## src/rtl/capture_writer.sv

```systemverilog
// Ping-pong capture writer: streams ADC samples into two BRAM banks, hands each full bank to a
// reader, and drops samples (counting them) while both banks are owned by the reader.
module capture_writer #(
   parameter int unsigned DATA_WIDTH = 8,
   parameter int unsigned ADDR_WIDTH = 10
) (
   input  logic                  clk,
   input  logic                  rst_n,
   input  logic                  enable,
   input  logic                  sample_valid,
   input  logic [DATA_WIDTH-1:0] sample_data,
   input  logic                  rd_done,
   input  logic                  rd_bank,
   output logic                  wr_en,
   output logic [ADDR_WIDTH-1:0] wr_addr,
   output logic [DATA_WIDTH-1:0] wr_data,
   output logic                  addrSel,
   output logic                  bank_ready,
   output logic                  ready_bank,
   output logic [15:0]           overflow_cnt,
   output logic                  busy
);

   typedef enum logic [1:0] {StIdle, StFill, StHold} state_e;

   state_e                state;
   logic                  wr_bank;
   logic [ADDR_WIDTH-1:0] ptr;
   logic [1:0]            full;
   logic                  done_pend;
   logic                  done_bank;

   logic [1:0]            rd_clr;
   logic [1:0]            full_clr;
   logic                  other_free;
   logic                  ptr_last;

   // Reader releases are applied before ownership decisions so a same-cycle release counts.
   always_comb begin
      rd_clr     = rd_done ? (2'b01 << rd_bank) : 2'b00;
      full_clr   = full & ~rd_clr;
      other_free = ~full_clr[~wr_bank];
      ptr_last   = (ptr == {ADDR_WIDTH{1'b1}});
   end

   always_ff @(posedge clk or negedge rst_n) begin
      if (!rst_n) begin
         state        <= StIdle;
         wr_bank      <= 1'b0;
         ptr          <= '0;
         full         <= 2'b00;
         done_pend    <= 1'b0;
         done_bank    <= 1'b0;
         wr_en        <= 1'b0;
         wr_addr      <= '0;
         wr_data      <= '0;
         addrSel      <= 1'b0;
         bank_ready   <= 1'b0;
         ready_bank   <= 1'b0;
         overflow_cnt <= '0;
         busy         <= 1'b0;
      end else begin
         wr_en      <= 1'b0;
         full       <= full_clr;
         // Completion is announced one cycle after the final write is on the port.
         done_pend  <= 1'b0;
         bank_ready <= done_pend;
         if (done_pend) ready_bank <= done_bank;

         unique case (state)
            StIdle: begin
               if (enable) begin
                  state <= StFill;
                  busy  <= 1'b1;
                  ptr   <= '0;
               end
            end
            StFill: begin
               if (!enable) begin
                  state <= StIdle;
                  busy  <= 1'b0;
                  ptr   <= '0;
               end else if (sample_valid) begin
                  wr_en   <= 1'b1;
                  wr_addr <= ptr;
                  wr_data <= sample_data;
                  addrSel <= wr_bank;
                  ptr     <= ptr + 1'b1;
                  if (ptr_last) begin
                     // Set wins over a same-cycle release of this bank.
                     full      <= full_clr | (2'b01 << wr_bank);
                     done_pend <= 1'b1;
                     done_bank <= wr_bank;
                     if (other_free) wr_bank <= ~wr_bank;
                     else            state   <= StHold;
                  end
               end
            end
            StHold: begin
               if (sample_valid && overflow_cnt != 16'hFFFF) overflow_cnt <= overflow_cnt + 16'd1;
               if (!enable) begin
                  state <= StIdle;
                  busy  <= 1'b0;
                  ptr   <= '0;
               end else if (other_free) begin
                  state   <= StFill;
                  wr_bank <= ~wr_bank;
                  ptr     <= '0;
               end
            end
            default: begin
               state <= StIdle;
               busy  <= 1'b0;
            end
         endcase
      end
   end

endmodule

```

## config.mk

```make
export PLATFORM = sky130hd
export DESIGN_NAME = capture_writer
export DESIGN_NICKNAME = d
export VERILOG_FILES = /design/src/rtl/capture_writer.sv
export SDC_FILE = /design/constraint.sdc
export NUM_CORES = 1
export LEC_CHECK = 0
export BUFFER_PORTS_ARGS = -buffer_cell sky130_fd_sc_hd__buf_2
export CAP_MARGIN = 20
export CORE_AREA = 5 5 88 90
export CTS_CLUSTER_DIAMETER = 40
export DETAILED_ROUTE_END_ITERATION = 6
export DIE_AREA = 0 0 93 95
export PLACE_DENSITY = 0.64
export SETUP_SLACK_MARGIN = 0.15
export SLEW_MARGIN = 20
export SYNTH_ARGS = -nofsm -noshare
export SYNTH_HDL_FRONTEND = slang
export SYNTH_SLANG_ARGS = --single-unit
```

## constraint.sdc

```tcl
create_clock -name clk -period 1.75 [get_ports clk]
set_input_delay 0.35 -clock clk [delete_from_list [all_inputs] [get_ports clk]]
set_output_delay 0.35 -clock clk [all_outputs]
set_load 0.005 [all_outputs]
```

==> results.yml <==
worst_setup_path:
  cp_data_arrival_time_ns: 1.80
  rr_startpoint: "state[0]"
  cp-end-kind: "register"
  critPathLaunch: "state[0]"
  crit_fanout: 7
  critical-path-slowest-cell: "sky130_fd_sc_hd__dfrtp_1"
  crit_family: "flip-flops"
  timing.critical_path.required_ns: 1.94
  crit_path_max_incr_delay_ns: 0.42
  critical_path.cell_chain: "buf_4 > ha_4 > and2_4 > nand2_8 > buf_12 > mux2_2"
  cp.buffers_inverters: 2
  critPathLaunchType: "register"
  path_class: "register to register"
clocking:
  cts-htree-levels: 2
  clk-insertion-delay-late_ns: 0.30
  cts.clk_slew.worst_paths_ns: 0.10
  cts.root.buffer_cell: "sky130_fd_sc_hd__clkbuf_8"
  clk_path_buf_depth: 2
  clock_sink_count: 56
  tritoncts.num_buffers: 5
  cts_tree: "done"
sta:
  finalHoldViolations: 0
  setup_slack_ns: 0.142
  max_freq_ghz: 0.622
  drv_slew: 0
  final_period_minus_worst_setup_slack_ns: 1.61
  maxSlewHeadroom: 0.699
  final.setup_skew_ns: 0.00506
  worst-slew-pin-transition_ns: 0.451
  layout_worst_path_cycle_share: 0.919
  final.setup.tns_ns: 0
  grt_setup_unrepaired: "true"
  setup_viol: 0
floorplan:
  ios: 53
  dieWidth_um: 93
  dieArea_um2: 8840
  initial_utilization: 0.380
  die_h_um: 95
  core-area_um2: 6980
  fp-row-count: 31
power:
  intPower_mw: 2.43
  leakage_nw: 1.80
  pwr-share-comb: 0.343
  power_switching_mw: 1.10
  pwr-share-seq: 0.450
  totalPowerFinal_mw: 3.52
  total_power_density_per_cell_area_nw_per_um2: 957
  switching_share: 0.311
  vdd_ir_drop_max_mv: 0.508
  power_frac_clock: 0.207
synth:
  async_s_r_ff_share_synth: 1.00
  synth_cells: 237
  synth-edff-count: 0
  ys_dominant_reg_cell: "sky130_fd_sc_hd__dfrtp_1"
  netlist.top_cell.by_area: "sky130_fd_sc_hd__dfrtp_1"
  summed_instance_area_of_the_synthesized_netlist_um2: 2660
  synth-seq-area-share: 0.528
  post-synth-top-area-fraction: 0.528
  synth_cell_types: 41
  synth-warning-count: 0
  post_synth_main_area_contributors: "sky130_fd_sc_hd__dfrtp_1 (53%), sky130_fd_sc_hd__mux2_2 (9.3%), sky130_fd_sc_hd__xnor2_1 (4.0%)"
  syn-num-nets: 258
  syn_area_per_cell_um2: 11.2
  synth_seq_cells: 56
final_layout:
  syn2layout_area_growth_pct: 38.6
  final_nets: 350
  stdcell_count: 412
  drive_above_1_share: 0.524
  fin_area_um2: 3680
  antennaDiodeCount: 0
global_route:
  grt_first_pass_wirelength_mm: 10.0
  grt_pass1_vias: 2101
  pin_count_of_the_biggest_net_entering_global_routing: 30
  grt.overflow.total: 0
  number_of_antenna_violations_at_the_first_check_in_global_routing: 0
  gr-usage-all-layers: 0.142
drt:
  drtAntennaViolNets: 0
  route.detailed.wl_per_inst_um: 14.5
  vias: 2048
  total_wirelength_mm: 5.96
  detail_route.vias_per_cell: 4.97
  post-route-drc-count: 0
  drt_first_pass_iters: 4
  drt_iter0_drc: 87
hold_path:
  min-delay-path-class: "input port to register"
  start_point_of_the_worst_min_delay_path: "sample_data[7]"
placed_design:
  placedInstanceArea_um2: 3170
  dp_worst_setup_slack_ns: 0.00788
  place_inst: 386
  place.gp.congestion: 0.955
  place_hpwl_mm: 4.16
  buffer_ports.inserted: 52
status:
  status: "finished, final reports clean"
flow_run:
  maxCapViolations: 0
-- per-stage QoR --
stage	utilization	hold slack, ns
finish	0.527	0.273
global route	0.527	0.265
CTS	0.495	0.261
detailed placement	0.454	0.322
global placement	0.454	0.319
floorplan	-	0.0544
-- sequential cells by signal, summed over array words and instances, names as in the netlist, 2 cells and up --
register      flops
ptr              10
state             2
overflow_cnt     16
wr_data           8
full              2
wr_addr          10
-- repair_timing --
action / in CTS / in global routing
cloned: 1 / 0
endpoints found under the setup margin: 42 / 44
resized for setup: 21 / 44
endpoints found under the hold margin: 17 / 0
setup buffers: 8 / 8
pin swaps: 4 / 7
hold buffers: 1 / 0
-- cell type report --
| class | instances | area (µm²) |
|---|---|---|
| tap | 82 | 103 |
| timing repair buffer | 91 | 623 |
| fill | 606 | 3300 |
| clock buffer | 7 | 86.3 |
| inverter | 8 | 30.0 |
| sequential | 56 | 1400 |
| multi-input combinational | 167 | 1430 |
| clock inverter | 1 | 7.51 |
-- path summary, 6_finish.rpt --
path,to,slack (ns),cells past startpoint
hold reg to reg,bank_ready,0.40,0
max in group asynchronous,state[1],0.71,3
setup / recovery,wr_data[4],0.14,6
setup reg to reg,wr_data[4],0.14,6
min in group asynchronous,overflow_cnt[11],0.52,2
hold / removal,wr_data[7],0.27,2
-- worst register-to-register path: cells and delay by family, from the launching register on --
kind / cells / cell delay, ns
buffers and inverters: 2 / 0.28
flip-flops: 1 / 0.42
multiplexers: 1 / 0.34
adder cells (fa/ha/maj): 1 / 0.18
AND/OR/NAND/NOR: 2 / 0.28
-- cell usage after synthesis, types with 3 or more instances --
master	number
sky130_fd_sc_hd__dfrtp_1	56
sky130_fd_sc_hd__nand2_1	24
sky130_fd_sc_hd__mux2_2	22
sky130_fd_sc_hd__nor2_1	19
sky130_fd_sc_hd__xnor2_1	12
sky130_fd_sc_hd__nand3_1	11
sky130_fd_sc_hd__o21ai_0	10
sky130_fd_sc_hd__inv_1	8
sky130_fd_sc_hd__a21oi_1	7
sky130_fd_sc_hd__ha_1	7
sky130_fd_sc_hd__xor2_1	6
sky130_fd_sc_hd__and3_1	5
sky130_fd_sc_hd__buf_2	5
sky130_fd_sc_hd__and2_1	4
sky130_fd_sc_hd__nand2b_1	3
sky130_fd_sc_hd__nand4_1	3
sky130_fd_sc_hd__nor3_1	3
sky130_fd_sc_hd__nor4_2	3
sky130_fd_sc_hd__o21ai_1	3
-- logic make-up after synthesis --
kind of cell | Yosys count | share of synthesized area
adder cells (fa/ha/maj) | 7 | 0.0330
flip-flops | 56 | 0.528
AND/OR/NAND/NOR | 87 | 0.171
buffers and inverters | 14 | 0.0250
multiplexers | 24 | 0.102
XOR/XNOR | 19 | 0.0655
AO/OA/AOI/OAI | 30 | 0.0758
-- power by group through the flow --
stage	logic [mW]	clock network [mW]	registers [mW]
6_report	1.21	0.729	1.59
5_1_grt	1.33	0.800	1.62
4_1_cts	1.08	0.757	1.58
3_5_place_dp	0.900	0	1.62
3_3_place_gp	0.890	0	1.61
2_1_floorplan	0.551	0	1.61
-- layer usage --
| layer | global-route usage | wire length [µm] | vias up |
|---|---|---|---|
| met5 | 0 | 0 | - |
| met4 | 0.0415 | 76 | 0 |
| met3 | 0.0279 | 226 | 7 |
| met2 | 0.245 | 3050 | 48 |
| met1 | 0.180 | 2600 | 987 |
| li1 | - | - | 1006 |
-- cell usage in the layout, fill, tap and decap left out, drive strengths merged, types with 2 or more instances in the layout --
| cell type | n |
|---|---|
| nand4 | 3 |
| nor3 | 4 |
| ha | 7 |
| or2 | 3 |
| xor2 | 7 |
| nor4 | 5 |
| a22o | 2 |
| nor2b | 2 |
| nand2 | 24 |
| nand3 | 11 |
| dfrtp | 56 |
| xnor2 | 12 |
| nor2 | 19 |
| o211ai | 2 |
| and2 | 4 |
| a21oi | 8 |
| mux2 | 22 |
| mux2i | 2 |
| and3 | 5 |
| buf | 90 |
| o21ai | 13 |
| inv | 8 |
| clkbuf | 7 |
| nand2b | 4 |
(Power assumes the default switching activity.)
